## src/rtl/elevator_scheduler_if.sv

```systemverilog
// Signal bundle between the elevator scheduler and its driver/display side.
// tick and floor_btn are plain levels sampled on every CLK; there is no backpressure.
interface elevator_scheduler_if;
    logic       tick;
    logic [7:0] floor_btn;
    logic [3:0] floor;
    logic [7:0] pending;
    logic [3:0] countdown;
    logic [3:0] status;
    logic       door_open;

    modport master (
        output tick, floor_btn,
        input  floor, pending, countdown, status, door_open
    );

    modport slave (
        input  tick, floor_btn,
        output floor, pending, countdown, status, door_open
    );
endinterface

```

## src/rtl/elevator_scheduler.sv

```systemverilog
// Single-car elevator: latches floor requests, runs a LOOK policy and sequences
// travel and door dwell off a slow tick. status doubles as the FSM state view.
module elevator_scheduler #(
    parameter int FLOORS     = 8,
    parameter int MOVE_TICKS = 4,
    parameter int DOOR_TICKS = 6
) (
    input logic CLK,
    input logic RST_N,
    elevator_scheduler_if.slave bus
);
    typedef enum logic [1:0] {
        IDLE      = 2'd0,
        MOVE_UP   = 2'd1,
        MOVE_DOWN = 2'd2,
        DOOR      = 2'd3
    } state_t;

    localparam logic [7:0] FLOOR_MASK = 8'((9'd1 << FLOORS) - 9'd1);
    localparam logic [3:0] MOVE_LOAD  = 4'(MOVE_TICKS);
    localparam logic [3:0] DOOR_LOAD  = 4'(DOOR_TICKS);

    state_t     state;
    logic [3:0] floor_q;
    logic [3:0] cd_q;
    logic [7:0] pend_q;
    logic       dir_up;
    logic       door_q;

    logic [7:0] btn_v, cur_onehot, new_req, pend_all, above_mask, below_mask;
    logic       moving, cur_req, any_up, any_dn, ahead, behind, go, go_up, arrive_hit;
    logic [3:0] next_floor;

    // Direction decisions look at requests including this cycle's presses, so a
    // press seen in IDLE starts the car on the very next edge.
    always_comb begin
        btn_v      = bus.floor_btn & FLOOR_MASK;
        cur_onehot = 8'd1 << floor_q;
        moving     = (state == MOVE_UP) || (state == MOVE_DOWN);
        new_req    = moving ? btn_v : (btn_v & ~cur_onehot);
        pend_all   = pend_q | new_req;
        cur_req    = |(btn_v & cur_onehot);
        below_mask = cur_onehot - 8'd1;
        above_mask = ~(below_mask | cur_onehot);
        any_up     = |(pend_all & above_mask);
        any_dn     = |(pend_all & below_mask);
        ahead      = dir_up ? any_up : any_dn;
        behind     = dir_up ? any_dn : any_up;
        go         = ahead || behind;
        go_up      = ahead ? dir_up : ~dir_up;
        next_floor = (state == MOVE_UP) ? floor_q + 4'd1 : floor_q - 4'd1;
        arrive_hit = pend_q[next_floor[2:0]];
    end

    always_ff @(posedge CLK or negedge RST_N) begin
        if (!RST_N) begin
            state   <= IDLE;
            floor_q <= 4'd0;
            cd_q    <= 4'd0;
            pend_q  <= 8'd0;
            dir_up  <= 1'b1;
            door_q  <= 1'b0;
        end else begin
            pend_q <= pend_all;
            case (state)
                IDLE: begin
                    if (cur_req) begin
                        state  <= DOOR;
                        cd_q   <= DOOR_LOAD;
                        door_q <= 1'b1;
                    end else if (go) begin
                        dir_up <= go_up;
                        state  <= go_up ? MOVE_UP : MOVE_DOWN;
                        cd_q   <= MOVE_LOAD;
                    end
                end
                MOVE_UP, MOVE_DOWN: begin
                    if (bus.tick) begin
                        if (cd_q == 4'd1) begin
                            floor_q <= next_floor;
                            if (arrive_hit) begin
                                // Clearing the arrival bit overrides a same-cycle press of it.
                                pend_q <= pend_all & ~(8'd1 << next_floor[2:0]);
                                state  <= DOOR;
                                cd_q   <= DOOR_LOAD;
                                door_q <= 1'b1;
                            end else begin
                                cd_q <= MOVE_LOAD;
                            end
                        end else begin
                            cd_q <= cd_q - 4'd1;
                        end
                    end
                end
                DOOR: begin
                    if (cur_req) begin
                        cd_q <= DOOR_LOAD;
                    end else if (bus.tick) begin
                        if (cd_q == 4'd1) begin
                            door_q <= 1'b0;
                            if (go) begin
                                dir_up <= go_up;
                                state  <= go_up ? MOVE_UP : MOVE_DOWN;
                                cd_q   <= MOVE_LOAD;
                            end else begin
                                state <= IDLE;
                                cd_q  <= 4'd0;
                            end
                        end else begin
                            cd_q <= cd_q - 4'd1;
                        end
                    end
                end
                default: state <= IDLE;
            endcase
        end
    end

    assign bus.floor     = floor_q;
    assign bus.pending   = pend_q;
    assign bus.countdown = cd_q;
    assign bus.status    = {2'b00, state};
    assign bus.door_open = door_q;
endmodule

```

## src/flat_wrapper.sv

```systemverilog
// flat-port wrapper written by rule: the top's interface ports become plain ports
module elevator_scheduler_flat 
#(
    parameter int FLOORS     = 8,
    parameter int MOVE_TICKS = 4,
    parameter int DOOR_TICKS = 6
)
  (CLK, RST_N, bus_tick, bus_floor_btn, bus_floor, bus_pending, bus_countdown, bus_status, bus_door_open);
  elevator_scheduler_if bus_i ();
  input logic CLK;
  input logic RST_N;
  input wire logic [$bits(bus_i.tick)-1:0] bus_tick;
  input wire logic [$bits(bus_i.floor_btn)-1:0] bus_floor_btn;
  output wire logic [$bits(bus_i.floor)-1:0] bus_floor;
  output wire logic [$bits(bus_i.pending)-1:0] bus_pending;
  output wire logic [$bits(bus_i.countdown)-1:0] bus_countdown;
  output wire logic [$bits(bus_i.status)-1:0] bus_status;
  output wire logic [$bits(bus_i.door_open)-1:0] bus_door_open;
  assign bus_i.tick = bus_tick;
  assign bus_i.floor_btn = bus_floor_btn;
  assign bus_floor = bus_i.floor;
  assign bus_pending = bus_i.pending;
  assign bus_countdown = bus_i.countdown;
  assign bus_status = bus_i.status;
  assign bus_door_open = bus_i.door_open;
  elevator_scheduler #(.FLOORS(FLOORS), .MOVE_TICKS(MOVE_TICKS), .DOOR_TICKS(DOOR_TICKS)) u_core (.CLK(CLK), .RST_N(RST_N), .bus(bus_i));
endmodule
```

## config.mk

```make
export PLATFORM = sky130hd
export DESIGN_NAME = elevator_scheduler_flat
export DESIGN_NICKNAME = d
export VERILOG_FILES = /design/src/rtl/elevator_scheduler_if.sv /design/src/rtl/elevator_scheduler.sv /design/src/flat_wrapper.sv
export SDC_FILE = /design/constraint.sdc
export NUM_CORES = 1
export LEC_CHECK = 0
export CORE_MARGIN = 2
export CORE_UTILIZATION = 44
export DETAILED_ROUTE_END_ITERATION = 12
export GPL_TIMING_DRIVEN = 1
export PLACE_DENSITY = 0.82
export SKIP_CTS_REPAIR_TIMING = 1
export SLEW_MARGIN = 20
export SYNTH_ARGS = -nofsm -noshare
export SYNTH_HDL_FRONTEND = slang
export SYNTH_SLANG_ARGS = --single-unit
```

## constraint.sdc

```tcl
create_clock -name CLK -period 3.3 [get_ports CLK]
set_input_delay 0.495 -clock CLK [delete_from_list [all_inputs] [get_ports CLK]]
set_output_delay 0.495 -clock CLK [all_outputs]
set_load 0.02 [all_outputs]
```

# Word-level counts from Yosys, hierarchy flattened
# Index checks and enable logic that the tools add are counted.
dict set report word_totals {
  ff_bits 20
  output_inout_bits 21
  elab_cells 97
}
dict set report classes {
  add_sub_neg 4
  order_cmp 1
  eq_ne 14
  shifts 2
  mux 46
  bitwise_logic 11
  reduce_logical 13
}
# op count
set op_table {}
lappend op_table {{AND 8 bit} 5}
lappend op_table {{2-to-1 mux 8 bit} 5}
lappend op_table {{2-to-1 mux 4 bit} 8}
lappend op_table {{NOT 8 bit} 3}
lappend op_table {{OR reduction 8 bit} 3}
lappend op_table {{2-to-1 mux 2 bit} 11}
lappend op_table {{2-to-1 mux 1 bit} 16}
lappend op_table {{bitwise OR 8 bit} 2}
lappend op_table {{AND reduction 7 bit} 2}
lappend op_table {{one-hot mux 4 bit (3 select lines)} 1}
lappend op_table {{inequality test 2 x 1 -> 1 bit, second input constant} 4}
lappend op_table {{inequality test 2 bit, second input constant} 4}
lappend op_table {{<< shifter 1 x 3 -> 8 bit, first input constant} 1}
lappend op_table {{<< shifter 1 x 4 -> 8 bit, first input constant} 1}
lappend op_table {{subtractor 4 x 1 -> 4 bit, second input constant} 2}
lappend op_table {{subtractor 8 x 1 -> 8 bit, second input constant} 1}
lappend op_table {{one-hot mux 2 bit (3 select lines)} 1}
lappend op_table {{AND reduction 3 bit} 2}
lappend op_table {{AND reduction 5 bit} 1}
lappend op_table {{adder 4 x 1 -> 4 bit, second input constant} 1}
lappend op_table {{== test 2 bit, second input constant} 2}
lappend op_table {{== test 4 x 1 -> 1 bit, second input constant} 1}
lappend op_table {{less-than comparator 3 x 4 -> 1 bit, second input constant} 1}
lappend op_table {{binary-select mux 1 bit (select 3 bit)} 1}
lappend op_table {{11 further kinds} 12}

# Logic depth before layout (Yosys ltp)
dict set report depth {
  word_depth 15
  depth_mapped 15
}

# Worst setup path after synthesis
# No wires, ideal clock.
dict set report synth_path {
  path_kind {register to register}
  start {register u_core.floor_q[1], in the netlist u_core.bus.floor[1]}
  end {register u_core.cd_q[2], in the netlist u_core.bus.countdown[2]}
  setup_time_ns 0.125
  arrival_ns 3.110
  t_required_ns 3.175
  setup_slack_ns 0.064
  path_stages_with_launch 16
  n_path_buf 2
  period_less_slack_ns 3.236
  path_cell_list {dfrtp_1 > buf_2 > buf_6 > nor3_1 > nand2_1 > ha_1 > inv_1 > or3_1 > ha_1 > o21ai_0 > a21oi_1 > a2111oi_4 > nand2_2 > nor3_4 > o21bai_4 > mux2_4}
}
dict set report synth_via {
  elab_chain_len 14
}
# item line_no
set synth_lines {}
lappend synth_lines {{from (decl)} elevator_scheduler.sv:24} ;# logic [3:0] floor_q;
lappend synth_lines {{from (signal assigned)} elevator_scheduler.sv:80} ;# floor_q <= next_floor;
lappend synth_lines {{<< shifter 1 x 4 -> 8 bit (*)} elevator_scheduler.sv:38} ;# cur_onehot = 8'd1 << floor_q;
lappend synth_lines {{parallel branches: the longest is 13 deep, another holds subtractor 8 x 1 -> 8 bit} --}
lappend synth_lines {{to (signal assigned)} elevator_scheduler.sv:91} ;# cd_q <= cd_q - 4'd1;
lappend synth_lines {{to (signal assigned)} elevator_scheduler.sv:110} ;# cd_q <= cd_q - 4'd1;
lappend synth_lines {{to (decl)} elevator_scheduler.sv:25} ;# logic [3:0] cd_q;
# Mark *: on every way between the ends. The select of a mux whose other input is x is not followed.
# A chain may end at the register's enable or synchronous reset.

# Worst setup path after layout
dict set report layout_path {
  start {register u_core.floor_q[0], in the netlist u_core.bus.floor[0]}
  end {register u_core.cd_q[2], in the netlist u_core.bus.countdown[2]}
}
# The elaborated chain is that of the path after synthesis.

==> metrics.cfg <==
[pwr]
p_seq_frac = 0.168
power_switching_share = 0.505
p_leak_nw = 0.971
switchingPower_mw = 1.25
clock_power_share = 0.080
power_density_nw_per_um2 = 1070
ir_drop_v = 0.000626
p_total_mw = 2.47
p_comb_frac = 0.753
intPower_mw = 1.23

[grt]
grt_start_max_net_pins = 22
antenna_found_initial = 0
grt.total_usage = 0.209
globalRoute.totalOverflow = 0
grt_pass1_wl_microns = 8370
grt_pass1_vias = 1679

[logic_synthesis]
synth-compound-area-share = 0.230
synthesis.area_sq_um = 1910
yosysWarnings = 0
synth_edf_count = 0
synth_top_area_share = 0.249
synthCells = 212
dominantRegCellSynth = dfrtp_1
avgSynthCellArea_sq_um = 9.02
ys_seq_area_frac = 0.262
synth_mux_area_frac = 0.0804
synth_fa_ha_area_frac = 0.141
synth-simple-area-share = 0.199
synth_top_family_by_area = compound AO/OA/AOI/OAI gates
async_flop_share = 1.00
synth_cell_types = 54
synth_commonest_cells = ha_1, nand2_1, dfrtp_1
yosys.area.top_type = dfrtp_1
ys_seq_elements = 20
synthTopCellsByArea = dfrtp_1, ha_1, a21oi_1
synthXorXnorAreaFrac = 0.0229

[place]
port-buffer-count = 29
hpwl_microns = 3730
place.gp.congestion = 0.954

[sta]
finalClockSkew_ns = 0.00937
holdWs_ns = 0.164
setup_viol = 0
finalCriticalPeriod_ns = 3.03
period_share = 0.919
hold_viol_final = 0
rsz0062_at_grt = false
setup_tns_ns = 0
slew_violations = 0
timing.fmax_ghz = 0.330

[cts]
cts_buffers = 3
cts.clk_slew.worst_paths_ns = 0.08
cts-root-buf = clkbuf_8
cts.path.max_buffers = 2
cts.sinks = 20
clk_latency_ns = 0.27
htree_num_levels = 1
tritoncts = done

[setup_path]
cp_slowest_cell = dfrtp_1
worstPathArrival_ns = 3.19
cp_max_fo = 9
start_kind = flip-flop
path_class = reg -> reg
cp.required_ns = 3.45
crit_family = simple AND/OR/NAND/NOR gates
cpPeakStageDelay_ns = 0.53
crit_chain = nor4_2 > inv_1 > ha_1 > inv_1 > or3_1 > ha_1 > o21ai_0 > a21oi_1 > a2111oi_4 > nand2_2 > nor3_4 > o21bai_4 > mux2_4
cp-end-kind = flip-flop
timing.critical_path.buf_inv = 2

[detailed_routing]
ant_nets = 0
drc = 0
route.detailed.wl_per_inst_microns = 16.4
routed_wl_microns = 4800
vias = 1748
drt_iter0_markers = 206
drtPass1Iterations = 5
avgViaCountPerCell = 5.99

[floorplan]
num_io_pins = 32
start_util = 0.468
fp.dieW_microns = 69.9
core_sq_um = 4090
die_y_microns = 69.9
num_rows = 23
die_area_sq_um = 4890

[cells_and_area]
drive_above_1_share = 0.112
antenna_cells = 0
nNetsFinal = 275
area_growth_pct = 20.5
finish.utilization = 0.564

[worst_hold_path]
hold_class = in -> async

[status]
status = complete, no violations

[run]
drv_cap = 0

## worst paths after layout
path | from | end | slack (ns) | depth (start not counted)
max in group asynchronous | RST_N | u_core.dir_up | 2.78 | 1
max | u_core.bus.floor[0] | u_core.bus.countdown[2] | 0.27 | 13
min reg2reg | u_core.dir_up | u_core.dir_up | 0.51 | 1
max reg2reg | u_core.bus.floor[0] | u_core.bus.countdown[2] | 0.27 | 13
min in group CLK | u_core.dir_up | u_core.dir_up | 0.51 | 1
min | RST_N | u_core.bus.pending[7] | 0.16 | 1
## metrics by stage
step | instance area, sq um | setup slack (ns) | std cells
after global placement | 2250 | 0.414 | 288
after global routing | 2300 | 0.0819 | 292
after CTS | 2310 | 0.284 | 292
after detailed placement | 2250 | 0.320 | 288
after floorplan | 1920 | 0.0644 | 213
final | 2300 | 0.267 | 292
## cells by family (layout without fill, tap and decap cells)
family / after synthesis / count (layout)
other cells: 1 / 2
mux: 11 / 11
simple gates: 70 / 70
xor+xnor: 5 / 5
buf+inv: 25 / 54
flops: 20 / 20
fa+ha+maj: 21 / 21
compound gates: 59 / 59
## sequential cells by signal, summed over array words and instances (netlist names)
register and count:
u_core.bus.floor 4, u_core.state 2, u_core.bus.countdown 4, u_core.bus.door_open 1
u_core.dir_up 1, u_core.bus.pending 8
## metal layers
metal  global-route usage  wire [microns]
met4               0.0577              85
met2                0.307            2160
met1                0.323            2170
met3               0.0231             374
met5                    0               0
## cell type report
class	count	area (sq um)
Sequential cell	20	502
Timing Repair Buffer	36	338
Clock buffer	4	55.1
Fill cell	367	1780
Multi-Input combinational cell	168	1290
Tap cell	50	62.6
Inverter	14	52.6
## worst reg2reg max path, delay by kind of cell (launching register included)
| family | cells | cell delay, ns |
|---|---|---|
| AO/OA/AOI/OAI | 4 | 0.70 |
| adder cells (fa/ha/maj) | 2 | 0.35 |
| buffers and inverters | 2 | 0.14 |
| flip-flops | 1 | 0.53 |
| multiplexers | 1 | 0.31 |
| AND/OR/NAND/NOR | 4 | 0.89 |
## power groups by stage
stage                     Sequential, mW  Combinational, mW  Clock, mW
after global placement             0.414               1.80          0
after detailed placement           0.419               1.83          0
after CTS                          0.414               1.84      0.201
final                              0.415               1.86      0.197
after floorplan                    0.487               1.27          0
after global routing               0.430               2.06      0.210
## cell usage in the layout, fill, tap and decap left out, drive strengths merged, types with 2 or more instances in the layout
master / instances
xnor2: 3
xor2: 2
nand4: 2
a211oi: 2
mux4: 3
and3b: 3
nand2: 21
o22ai: 2
nor2: 17
inv: 14
a21o: 2
nor3: 8
a21boi: 7
a22o: 2
mux2i: 6
conb: 2
nand2b: 5
a32o: 2
buf: 8
o21ai: 10
o21bai: 2
dfrtp: 19
mux2: 2
ha: 20
a221oi: 3
a21oi: 18
nor3b: 5
a22oi: 3
nand3: 3
clkdlybuf4s50: 28
clkbuf: 4
a31oi: 2
(Power assumes the default switching activity.)
